`src/rtl/mem_wb_if.sv`:
```
// MEM->WB pipeline bus: MEM-stage entry, stall/flush controls, last-stage outputs
// and write-back port. The master drives the MEM side; the pipe is the slave.
interface mem_wb_if #(
   parameter int DATA_W = 32,
   parameter int REG_W  = 5
);
   logic              stall;
   logic              flush;
   logic              in_valid;
   logic              RegWrite_in;
   logic              MemToReg_in;
   logic [DATA_W-1:0] MemRes_in;
   logic [DATA_W-1:0] ALURes_in;
   logic [REG_W-1:0]  WREG_in;
   logic              out_valid;
   logic              RegWrite_out;
   logic              MemToReg_out;
   logic [DATA_W-1:0] MemRes_out;
   logic [DATA_W-1:0] ALURes_out;
   logic [REG_W-1:0]  WREG_out;
   logic              wb_we;
   logic [DATA_W-1:0] wb_data;
   logic [15:0]       bubble_cnt;

   modport master (
      output stall, flush, in_valid, RegWrite_in, MemToReg_in, MemRes_in, ALURes_in, WREG_in,
      input  out_valid, RegWrite_out, MemToReg_out, MemRes_out, ALURes_out, WREG_out,
             wb_we, wb_data, bubble_cnt
   );
   modport slave (
      input  stall, flush, in_valid, RegWrite_in, MemToReg_in, MemRes_in, ALURes_in, WREG_in,
      output out_valid, RegWrite_out, MemToReg_out, MemRes_out, ALURes_out, WREG_out,
             wb_we, wb_data, bubble_cnt
   );
endinterface

```
`src/rtl/mem_wb_pipe.sv`:
```
// MEM->WB register chain of STAGES entries with stall/flush, write-back enable and bubble counter.
// Define MEM_WB_WBMUX_EN to build the MemToReg write-back data mux; otherwise wb_data is tied to 0.
module mem_wb_pipe #(
   parameter int DATA_W = 32,
   parameter int REG_W  = 5,
   parameter int STAGES = 1
) (
   input logic    clk,
   input logic    rst,
   mem_wb_if.slave bus
);
   if (STAGES < 1 || STAGES > 4) begin : g_bad_stages
      $error("mem_wb_pipe: STAGES must be in 1..4");
   end

   typedef struct packed {
      logic              valid;
      logic              reg_write;
      logic              mem_to_reg;
      logic [DATA_W-1:0] mem_res;
      logic [DATA_W-1:0] alu_res;
      logic [REG_W-1:0]  wreg;
   } entry_t;

   entry_t      entry_q [STAGES];
   entry_t      entry_d [STAGES];
   logic [15:0] bubble_cnt_q, bubble_cnt_d;
   entry_t      last;

   always_comb begin
      for (int k = 0; k < STAGES; k++) entry_d[k] = entry_q[k];
      if (bus.flush) begin
         for (int k = 0; k < STAGES; k++) entry_d[k] = '0;
      end else if (!bus.stall) begin
         // RegWrite is masked with valid so a bubble can never write the register file
         entry_d[0].valid      = bus.in_valid;
         entry_d[0].reg_write  = bus.in_valid & bus.RegWrite_in;
         entry_d[0].mem_to_reg = bus.MemToReg_in;
         entry_d[0].mem_res    = bus.MemRes_in;
         entry_d[0].alu_res    = bus.ALURes_in;
         entry_d[0].wreg       = bus.WREG_in;
         for (int k = 1; k < STAGES; k++) entry_d[k] = entry_q[k-1];
      end
   end

   always_comb begin
      bubble_cnt_d = bubble_cnt_q;
      if (!last.valid && bubble_cnt_q != 16'hFFFF) bubble_cnt_d = bubble_cnt_q + 16'd1;
   end

   always_ff @(posedge clk) begin
      if (rst) begin
         for (int k = 0; k < STAGES; k++) entry_q[k] <= '0;
         bubble_cnt_q <= '0;
      end else begin
         for (int k = 0; k < STAGES; k++) entry_q[k] <= entry_d[k];
         bubble_cnt_q <= bubble_cnt_d;
      end
   end

   assign last             = entry_q[STAGES-1];
   assign bus.out_valid    = last.valid;
   assign bus.RegWrite_out = last.reg_write;
   assign bus.MemToReg_out = last.mem_to_reg;
   assign bus.MemRes_out   = last.mem_res;
   assign bus.ALURes_out   = last.alu_res;
   assign bus.WREG_out     = last.wreg;
   assign bus.wb_we        = last.valid & last.reg_write & (last.wreg != '0);
   assign bus.bubble_cnt   = bubble_cnt_q;
`ifdef MEM_WB_WBMUX_EN
   assign bus.wb_data      = last.mem_to_reg ? last.mem_res : last.alu_res;
`else
   assign bus.wb_data      = '0;
`endif
endmodule

```
`src/flat_wrapper.sv`:
```
// flat-port wrapper written by rule: the top's interface ports become plain ports
module mem_wb_pipe_flat 
#(
   parameter int DATA_W = 32,
   parameter int REG_W  = 5,
   parameter int STAGES = 1
)
  (clk, rst, bus_stall, bus_flush, bus_in_valid, bus_RegWrite_in, bus_MemToReg_in, bus_MemRes_in, bus_ALURes_in, bus_WREG_in, bus_out_valid, bus_RegWrite_out, bus_MemToReg_out, bus_MemRes_out, bus_ALURes_out, bus_WREG_out, bus_wb_we, bus_wb_data, bus_bubble_cnt);
  mem_wb_if #(.DATA_W(DATA_W), .REG_W(REG_W)) bus_i ();
  input logic clk;
  input logic rst;
  input wire logic [$bits(bus_i.stall)-1:0] bus_stall;
  input wire logic [$bits(bus_i.flush)-1:0] bus_flush;
  input wire logic [$bits(bus_i.in_valid)-1:0] bus_in_valid;
  input wire logic [$bits(bus_i.RegWrite_in)-1:0] bus_RegWrite_in;
  input wire logic [$bits(bus_i.MemToReg_in)-1:0] bus_MemToReg_in;
  input wire logic [$bits(bus_i.MemRes_in)-1:0] bus_MemRes_in;
  input wire logic [$bits(bus_i.ALURes_in)-1:0] bus_ALURes_in;
  input wire logic [$bits(bus_i.WREG_in)-1:0] bus_WREG_in;
  output wire logic [$bits(bus_i.out_valid)-1:0] bus_out_valid;
  output wire logic [$bits(bus_i.RegWrite_out)-1:0] bus_RegWrite_out;
  output wire logic [$bits(bus_i.MemToReg_out)-1:0] bus_MemToReg_out;
  output wire logic [$bits(bus_i.MemRes_out)-1:0] bus_MemRes_out;
  output wire logic [$bits(bus_i.ALURes_out)-1:0] bus_ALURes_out;
  output wire logic [$bits(bus_i.WREG_out)-1:0] bus_WREG_out;
  output wire logic [$bits(bus_i.wb_we)-1:0] bus_wb_we;
  output wire logic [$bits(bus_i.wb_data)-1:0] bus_wb_data;
  output wire logic [$bits(bus_i.bubble_cnt)-1:0] bus_bubble_cnt;
  assign bus_i.stall = bus_stall;
  assign bus_i.flush = bus_flush;
  assign bus_i.in_valid = bus_in_valid;
  assign bus_i.RegWrite_in = bus_RegWrite_in;
  assign bus_i.MemToReg_in = bus_MemToReg_in;
  assign bus_i.MemRes_in = bus_MemRes_in;
  assign bus_i.ALURes_in = bus_ALURes_in;
  assign bus_i.WREG_in = bus_WREG_in;
  assign bus_out_valid = bus_i.out_valid;
  assign bus_RegWrite_out = bus_i.RegWrite_out;
  assign bus_MemToReg_out = bus_i.MemToReg_out;
  assign bus_MemRes_out = bus_i.MemRes_out;
  assign bus_ALURes_out = bus_i.ALURes_out;
  assign bus_WREG_out = bus_i.WREG_out;
  assign bus_wb_we = bus_i.wb_we;
  assign bus_wb_data = bus_i.wb_data;
  assign bus_bubble_cnt = bus_i.bubble_cnt;
  mem_wb_pipe #(.DATA_W(DATA_W), .REG_W(REG_W), .STAGES(STAGES)) u_core (.clk(clk), .rst(rst), .bus(bus_i));
endmodule
```
`config.mk`:
```
export PLATFORM = sky130hd
export DESIGN_NAME = mem_wb_pipe_flat
export DESIGN_NICKNAME = d
export VERILOG_FILES = /design/src/rtl/mem_wb_if.sv /design/src/rtl/mem_wb_pipe.sv /design/src/flat_wrapper.sv
export SDC_FILE = /design/constraint.sdc
export NUM_CORES = 1
export LEC_CHECK = 0
export ABC_AREA = 1
export BUFFER_PORTS_ARGS = -buffer_cell sky130_fd_sc_hd__buf_4
export CORE_ASPECT_RATIO = 0.75
export CORE_MARGIN = 3
export CORE_UTILIZATION = 45
export DETAILED_ROUTE_END_ITERATION = 8
export HOLD_SLACK_MARGIN = 0.05
export PLACE_DENSITY = 0.8
export SLEW_MARGIN = 20
export SYNTH_ARGS = -nofsm -noshare
export SYNTH_HDL_FRONTEND = slang
export SYNTH_SLANG_ARGS = --single-unit
```
`constraint.sdc`:
```
create_clock -name clk -period 2 [get_ports clk]
set_clock_uncertainty 0.2 [all_clocks]
set_input_delay 0.4 -clock clk [delete_from_list [all_inputs] [get_ports clk]]
set_output_delay 0.4 -clock clk [all_outputs]
set_load 0.02 [all_outputs]
```
==> results of run 1 <==
worst max-delay path, cell delays in order, from the launching register on:
cell	delay, ps
dfxtp_1	420
ha_1	170
inv_1	50
nor2_2	270
nand4_2	410
a21oi_2	260
nor2_1	60
cells in the final DEF, fill, tap and decap left out:
cell,synthesis,routed
buf_4,32,166
nor2_2,3,3
dfxtp_1,88,88
nand3_1,19,19
inv_2,1,1
or2_2,1,1
o21ai_0,1,1
inv_1,16,16
ha_1,1,1
nand4_2,0,1
o21ai_1,1,1
nand4_1,2,2
nand2_1,176,176
clkinvlp_4,0,1
clkinv_2,0,1
clkbuf_1,22,4
nand4_4,1,1
buf_12,0,3
dlygate4sd3_1,0,1
conb_1,1,32
nand3_2,3,3
bufinv_16,0,1
nor2_1,35,35
a21oi_2,2,2
nor3_1,1,1
nand2_2,1,1
a21oi_1,82,82
clkbuf_8,0,9
nor2_4,2,2
metrics by stage:
step | std cells | setup WS [ps] | setup TNS [ps]
4_1_cts | 755 | 118.4 | 0
6_report | 756 | 54.90 | 0
5_1_grt | 756 | -49.01 | -347.4
3_5_place_dp | 738 | 117.6 | 0
3_3_place_gp | 738 | 228.6 | 0
2_1_floorplan | 527 | 269.8 | 0
cell usage after synthesis, drive strengths merged:
cell type	instances	area share (%)
nor3	1	0.14
ha	1	0.34
conb	1	0.10
nand3	22	3.4
dfxtp	88	48
o21ai	2	0.27
nor2	40	4.7
buf	37	7.8
nand4	3	0.92
or2	1	0.17
clkbuf	22	2.3
inv	17	1.7
a21oi	84	12
nand2	177	18
registers in the layout (all words and copies together) (netlist names):
| name | cells |
|---|---|
| u_core.entry_q | 72 |
| u_core.bus.bubble_cnt | 16 |
cell type report:
class	count	area, um^2
fillers	658	2559
flip-flops and latches	88	1762
multi-input cells	364	1593
repair buffers	170	1316
clock buffers	13	138.9
well taps	101	126.4
inverters	17	63.81
clock inverters	3	42.54
cell families after synthesis:
group,count (synthesis),synth area share [%]
other,1,0.1026
adder cells (fa/ha/maj),1,0.3422
AO/OA/AOI/OAI,86,11.98
buffers and inverters,76,11.77
AND/OR/NAND/NOR,244,27.62
flip-flops,88,48.19
metal layers:
metal / vias up / track usage [%] / share of wire, % / wire [um]
li1: 1821 / - / - / -
met1: 1653 / 22.96 / 39 / 3905
met2: 153 / 35.30 / 48 / 4802
met3: 9 / 11.06 / 12 / 1224
met4: 0 / 5.210 / 1.1 / 109
met5: - / 0 / 0 / 0
power by group through the flow:
stage,Combinational (mW),Sequential [mW],Clock (mW)
floorplan,0.246,1.93,0
global placement,0.487,1.87,0
detailed placement,0.494,1.88,0
CTS,0.496,1.84,1.22
global route,0.538,1.84,1.29
finish,0.495,1.84,1.19
repair_timing:
item / CTS / global route
hold buffers: 1 / 0
setup buffers: 0 / 0
endpoints found under the setup margin: 0 / 11
hold endpoints to repair: 1 / 0
path summary, 6_finish.rpt:
kind                                    end  slack (ps)
setup / recovery  u_core.bus.bubble_cnt[11]          50
hold / removal        u_core.entry_q[0][53]          80
hold reg to reg       u_core.entry_q[0][22]         270
setup reg to reg  u_core.bus.bubble_cnt[11]          50
==> summary.txt, run 1 <==
# clock sinks - 88
Height of the die - 84.06 um
Switching power - 924.2 uW
Clk slew on worst S/H paths - 80 ps
Share of post-route cells with drive strength above 1 - 29.92%
Worst-path fanout max - 13
Reg power frac - 52.2%
Routability cong. - 0.8560
CTS tree - done
Post-Syn Instances - 496
Setup crit start - u_core.bus.bubble_cnt[0]
Fmax achieved - 514.1 MHz
Vias per cell - 4.810
Worst R2R Path Depth - 6
Wirelength per Cell - 13.28 um
Pre-Repair DR Iteration Count - 5
Total number of vias - 3636
Final design utilization - 66.34%
Die area - 9253 um^2
Pin count of the biggest net entering global routing - 73
Crit share post-route - 97.25%
Routed wire length - 10040 um
Post-route ant nets - 0
Post-cts resize count - 0
Dpl hpwl - 7154 um
Root Driver - clkbuf_8
Row cnt - 27
Worst hold start - bus_MemRes_in[16]
WHS - 77.72 ps
Diode count - 0
Clock buffer count from CTS - 9
Max Slew Vio Count - 0
Sw frac - 26.28%
Initial core utilization - 48.10%
CP Data Arrival Time - 2010 ps
H-tree Lvls - 3
Unrepaired setup endpoints after global routing - true
Clock Latency Late Sink - 370 ps
Initial antenna violation count - 0
Placed cell area - 4838 um^2
Layout Nets - 727
Min Tclk post-route - 1945 ps
Core area - 7601 um^2
Flop and latch count out of synthesis - 88
Boundary Pins - 197
Hold Crit Depth - 3
Vias in the first global route - 3288
Post-synthesis sequential area ratio - 48.19%
Grt total ovfl - 0
Max cap viols - 0
Reg2reg start - u_core.bus.bubble_cnt[0]
Fin area - 5042 um^2
Lkg Pwr - 2.351 nW
Combinational share of power - 14.1%
Power density cells - 697.4 nW/um^2
Hold Path Class - input pin to flop
Mean Syn Cell Area - 7.371 um^2
First-pass GRT wire length - 15310 um
IO Port Bufs - 164
Die X - 110.1 um
Syn. warnings - 0
Area of the mapped netlist - 3656 um^2
Residual DRC count - 0
Global Route Usage Sum - 20.95%
Worst Path Required - 2060 ps
Max VDD drop - 413.4 uV
Overall power - 3.516 mW
Status - completed
Final-report setup violation count - 0
Hold Fails Final Rpt - 0
Clock Tree Buf Depth - 2
Pint - 2.592 mW
Synth-to-layout area growth - 37.92%
Critical Path Source Type - flop
Crit path capture type - flop
Clock power share - 33.7%
DR iter-0 viols - 170
Crit Path Class - flop to flop
Post-synth cell types - 24
(Power assumes the default switching activity.)
==> inputs of run 2 (changes only) <==
--- a/config.mk
+++ b/config.mk
@@ -15,2 +15,3 @@
 export PLACE_DENSITY = 0.8
+export RECOVER_POWER = 50
 export SLEW_MARGIN = 20
==> constraint.sdc (replaced) <==
create_clock -name clk -period 1.93 [get_ports clk]
set_clock_uncertainty 0.2 [all_clocks]
set_input_delay 0.386 -clock clk [delete_from_list [all_inputs] [get_ports clk]]
set_output_delay 0.386 -clock clk [all_outputs]
set_load 0.005 [all_outputs]
==> run 2 against run 1 <==
  * Routed wire length is essentially flat
  * Highest routed layer unchanged
  * Cell area shrank 1.0%
  * Critical endpoint is now bus_wb_we
  * First-iteration DRC count shrank 8.2%
  * Sequential share of layout area grew 0.37 points
==> summary.txt, run 2 (same netlist as run 1, synthesis figures left out) <==
Final Worst Setup Slack - 118.7 ps (was 54.90 ps)
IO Port Bufs - 164 (unchanged)
Most frequent cells in the layout - 175 x nand2_1, 88 x dfxtp_1, 82 x a21oi_1 (was 176 x nand2_1, 166 x buf_4, 88 x dfxtp_1)
Setup crit start - u_core.entry_q[0][71] (was u_core.bus.bubble_cnt[0])
Clk slew on worst S/H paths - 90 ps (was 80 ps)
Layout Nets - 731 (was 727)
Reg2reg start - u_core.bus.bubble_cnt[0] (unchanged)
Row cnt - 27 (unchanged)
Clock Tree Buf Depth - 2 (unchanged)
Worst setup endpoint - bus_wb_we (was u_core.bus.bubble_cnt[11])
Top reg by flops - u_core.entry_q (unchanged)
Max reg flops - 72 (unchanged)
Routability cong. - 0.8798 (was 0.8560)
Crit Path Class - flop to output pin (was flop to flop)
First-pass GRT wire length - 15870 um (was 15310 um)
Share of post-route cells with drive strength above 1 - 26.40% (was 29.92%)
Worst R2R Path Depth - 8 (was 6)
DR iter-0 viols - 156 (was 170)
Fillers - 664 (was 658)
Worst-path fanout max - 10 (was 13)
Hold Crit Depth - 3 (unchanged)
Vias in the first global route - 3414 (was 3288)
H-tree Lvls - 3 (unchanged)
Die X - 110.1 um (unchanged)
Routed wire length - 10040 um (about the same)
Core area - 7601 um^2 (unchanged)
Initial antenna violation count - 0 (unchanged)
Setup TNS - 0 ps (unchanged)
Status - completed (unchanged)
Clock Latency Late Sink - 360 ps (was 370 ps)
Boundary Pins - 197 (unchanged)
Total number of vias - 3623 (was 3636)
Slew margin rel. - 63.59%
CP Data Arrival Time - 1230 ps (was 2010 ps)
Root Driver - clkbuf_8 (unchanged)
Hold Path Class - input pin to flop (unchanged)
Dpl hpwl - 7276 um (was 7154 um)
FF-to-FF End - u_core.bus.bubble_cnt[0] (was u_core.bus.bubble_cnt[11])
Global Route Usage Sum - 21.57% (was 20.95%)
Fmax achieved - 552.1 MHz
Initial core utilization - 48.10% (unchanged)
Synth-to-layout area growth - 36.48% (was 37.92%)
Final-report setup violation count - 0 (unchanged)
WHS - 71.19 ps (was 77.72 ps)
CTS tree - done (unchanged)
Max VDD drop - 602.5 uV (was 413.4 uV)
Height of the die - 84.06 um (unchanged)
Critical Path Source Type - flop (unchanged)
Sequential cell area - 1762 um^2 (unchanged)
Diode count - 0 (unchanged)
Area occupied by multi-input gates - 1583 um^2 (was 1593 um^2)
Residual DRC count - 0 (unchanged)
Pin count of the biggest net entering global routing - 73 (unchanged)
# clock sinks - 88 (unchanged)
Grt total ovfl - 0 (unchanged)
R2r setup slk - 190 ps (was 50 ps)
Worst-Margin Slew - 546.2 ps
Crit path capture type - output pin (was flop)
Max cap viols - 0 (unchanged)
Lkg Pwr - 2.227 nW (was 2.351 nW)
Min Tclk post-route - 1811 ps
Hold Fails Final Rpt - 0 (unchanged)
Vias per cell - 4.767 (was 4.810)
Overall power - 3.578 mW (was 3.516 mW)
Die area - 9253 um^2 (unchanged)
Unrepaired setup endpoints after global routing - false (was true)
Crit share post-route - 93.85%
Pre-Repair DR Iteration Count - 5 (unchanged)
Max Slew Vio Count - 0 (unchanged)
Post-route ant nets - 0 (unchanged)
Power density cells - 717.1 nW/um^2 (was 697.4 nW/um^2)
Clock buffer count from CTS - 9 (unchanged)
Worst Path Required - 1340 ps (was 2060 ps)
Worst hold start - bus_MemRes_in[22] (was bus_MemRes_in[16])
Wirelength per Cell - 13.21 um (was 13.28 um)
DP Worst Slack - 201.3 ps (was 117.6 ps)
Commonest non-fill, non-tap cell in the layout - nand2_1 (unchanged)
run 2: cell count changes in the layout (fill, tap and decap cells not counted), sizes merged:
cell	delta
clkbuf	+85
buf	-84
clkinv	+2
nand4	-1
dlygate4sd3	+2
run 2: worst min path at each step:
stage	endpoint	slack (ps)
floorplan	u_core.bus.bubble_cnt[12]	260
global placement	u_core.entry_q[0][13]	250
detailed placement	u_core.entry_q[0][67]	260
CTS	u_core.entry_q[0][59]	50
global route	u_core.entry_q[0][55]	50
finish	u_core.entry_q[0][59]	70
run 2: per-layer routing:
| layer | up-vias | part of all wire [%] | global-route usage (%) |
|---|---|---|---|
| met4 | 0 | 1.1 | 5.210 |
| met1 | 1635 | 38 | 22.97 |
| met5 | - | 0 | 0 |
| li1 | 1825 | - | - |
| met3 | 15 | 11 | 11.29 |
| met2 | 148 | 50 | 37.22 |
run 2: layout make-up:
cell class / count / share of cell area [%]
clock buffers: 11 / 2.834
clock inverters: 5 / 1.128
inverters: 17 / 1.279
multi-input cells: 363 / 31.72
flip-flops and latches: 88 / 35.31
well taps: 101 / 2.533
repair buffers: 175 / 25.20
run 2: metrics by stage:
step                area (um^2)  std cells  utilization (%)
floorplan                  3772        527                -
global placement           4873        741            64.12
detailed placement         4873        741            64.12
CTS                        5091        759            66.98
global route               4990        760            65.65
finish                     4990        760            65.65
run 2: repair_timing:
action | 4_1_cts | 5_1_grt
buffers inserted | 0 | 0
resized for setup | 0 | 1
setup endpoints to repair | 0 | 1
endpoints found under the hold margin | 2 | 1
hold buffers | 2 | 1
run 2: power by group:
| group | internal, mW | total, mW | leakage (nW) | switching, mW |
|---|---|---|---|---|
| combinational | 0.203 | 0.397 | 1.41 | 0.194 |
| sequential | 1.87 | 1.90 | 0.716 | 0.0327 |
| clock | 0.632 | 1.28 | 0.0993 | 0.649 |
run 2: critical path: stages, from the launching register on:
cell	delay, ps
dfxtp_1	550
nand3_1	140
inv_1	80
buf_4	100
==> inputs of run 3 (changes only) <==
RECOVER_POWER = 100   (was 50)
SETUP_SLACK_MARGIN = 0.05   (was default)
SLEW_MARGIN = 30   (was 20)
==> run 3 against run 2 <==
  * Maximum frequency increased by 2.7%
  * Non-clock buffer count unchanged
  * Global-route usage unchanged
  * Total power about the same
  * Critical path depth increased by 2
==> summary.txt, run 3 (same netlist as run 1, synthesis figures left out) <==
Vias in the first global route - 3414 (unchanged)
Lkg Pwr - 2.218 nW (was 2.227 nW)
WHS - 71.55 ps (was 71.19 ps)
Boundary Pins - 197 (unchanged)
Clock Latency Late Sink - 350 ps (was 360 ps)
CP Data Arrival Time - 1850 ps (was 1230 ps)
Pin count of the biggest net entering global routing - 73 (unchanged)
Diode count - 0 (unchanged)
Worst path slowest cell - dlygate4sd3_1 (was dfxtp_1)
DR iter-0 viols - 158 (was 156)
Max Slew Vio Count - 0 (unchanged)
Crit-path max cell delay - 530 ps (was 550 ps)
Pre-Repair DR Iteration Count - 4 (was 5)
Initial antenna violation count - 0 (unchanged)
Crit share post-route - 91.39% (was 93.85%)
Setup TNS - 0 ps (unchanged)
Clock Tree Buf Depth - 2 (unchanged)
Residual DRC count - 0 (unchanged)
Grt total ovfl - 0 (unchanged)
Share of post-route cells with drive strength above 1 - 26.10% (was 26.40%)
H-tree Lvls - 3 (unchanged)
Global Route Usage Sum - 21.57% (unchanged)
Layout Nets - 731 (unchanged)
Worst-path fanout max - 72 (was 10)
Slew margin rel. - 64.13% (was 63.59%)
Vias per cell - 4.745 (was 4.767)
Fin area - 4984 um^2 (was 4990 um^2)
Max VDD drop - 604.2 uV (was 602.5 uV)
First-pass GRT wire length - 15870 um (unchanged)
Power density cells - 717.6 nW/um^2 (was 717.1 nW/um^2)
Height of the die - 84.06 um (unchanged)
Initial core utilization - 48.10% (unchanged)
Routability cong. - 0.8798 (unchanged)
Most frequent cells in the layout - 176 x nand2_1, 87 x dfxtp_1, 82 x a21oi_1 (was 175 x nand2_1, 88 x dfxtp_1, 82 x a21oi_1)
Crit Path Class - input pin to flop (was flop to output pin)
Hold Fails Final Rpt - 0 (unchanged)
Die X - 110.1 um (unchanged)
Placed cell area - 4873 um^2 (unchanged)
Worst Path Required - 2020 ps (was 1340 ps)
Row cnt - 27 (unchanged)
Crit path capture type - flop (was output pin)
IO Port Bufs - 164 (unchanged)
Status - completed (unchanged)
Routed wire length - 10040 um (about the same)
Total number of vias - 3606 (was 3623)
Dpl hpwl - 7276 um (unchanged)
# clock sinks - 88 (unchanged)
Die area - 9253 um^2 (unchanged)
Overall power - 3.576 mW (was 3.578 mW)
CP Cell Sequence - dlygate4sd3_1 > clkbuf_1 > or2_2 > buf_6 > a21oi_1 (was nand3_1 > inv_1 > buf_4)
Clk slew on worst S/H paths - 90 ps (about the same)
CTS tree - done (unchanged)
Clock buffer count from CTS - 9 (unchanged)
Synth-to-layout area growth - 36.31% (was 36.48%)
Post-route ant nets - 0 (unchanged)
Critical Path Source Type - input pin (was flop)
Fmax achieved - 567.0 MHz (was 552.1 MHz)
Core area - 7601 um^2 (unchanged)
Commonest non-fill, non-tap cell in the layout - nand2_1 (unchanged)
Root Driver - clkbuf_8 (unchanged)
Max reg flops - 72 (unchanged)
Min Tclk post-route - 1764 ps (was 1811 ps)
Worst-Margin Slew - 538.0 ps (was 546.2 ps)
Top reg by flops - u_core.entry_q (unchanged)
Final-report setup violation count - 0 (unchanged)
Unrepaired setup endpoints after global routing - false (unchanged)
Wirelength per Cell - 13.21 um (about the same)
Hold Path Class - input pin to flop (unchanged)
Max cap viols - 0 (unchanged)
## run 3: per-stage QoR
stage,std cells,setup WS (ps),utilization [%]
after floorplan,527,331.3,-
after global placement,741,305.9,64.12
after detailed placement,741,201.3,64.12
after CTS,759,78.13,66.98
after global routing,760,72.56,65.56
final,760,166.3,65.56
## run 3: area by class of cell
class	count	area, um^2
fillers	667	2618
flip-flops and latches	88	1763
multi-input cells	363	1585
repair buffers	175	1247
clock buffers	11	141.4
well taps	101	126.4
inverters	17	63.81
clock inverters	5	56.30
## run 3: final timing paths
| path | from | to | slack (ps) | cells past startpoint |
|---|---|---|---|---|
| setup reg to reg | u_core.bus.bubble_cnt[0] | u_core.bus.bubble_cnt[12] | 240 | 8 |
| hold reg to reg | u_core.entry_q[0][6] | u_core.entry_q[0][6] | 260 | 2 |
| setup / recovery | rst | u_core.entry_q[0][49] | 170 | 5 |
| hold / removal | bus_MemRes_in[22] | u_core.entry_q[0][59] | 70 | 3 |
## run 3: layer usage
layer  global-route usage, %  share of wire, %
met3                   11.29                12
met1                   22.97                38
met4                   5.210              0.78
met2                   37.22                50
met5                       0                 0
## run 3: what timing repair did
item / in CTS / in global routing
resized for setup: 0 / 3
buffers inserted: 0 / 0
endpoints found under the hold margin: 2 / 1
setup endpoints to repair: 0 / 3
hold buffers: 2 / 1
## run 3: report_power, final
group,switching (mW),internal (mW)
Combinational,0.194,0.203
Clock,0.647,0.632
Sequential,0.0327,1.87
## run 3: critical path: cells and delay by family
family	cells	cell delay [ps]
AND/OR/NAND/NOR	1	320
AO/OA/AOI/OAI	1	180
buffers and inverters	3	910
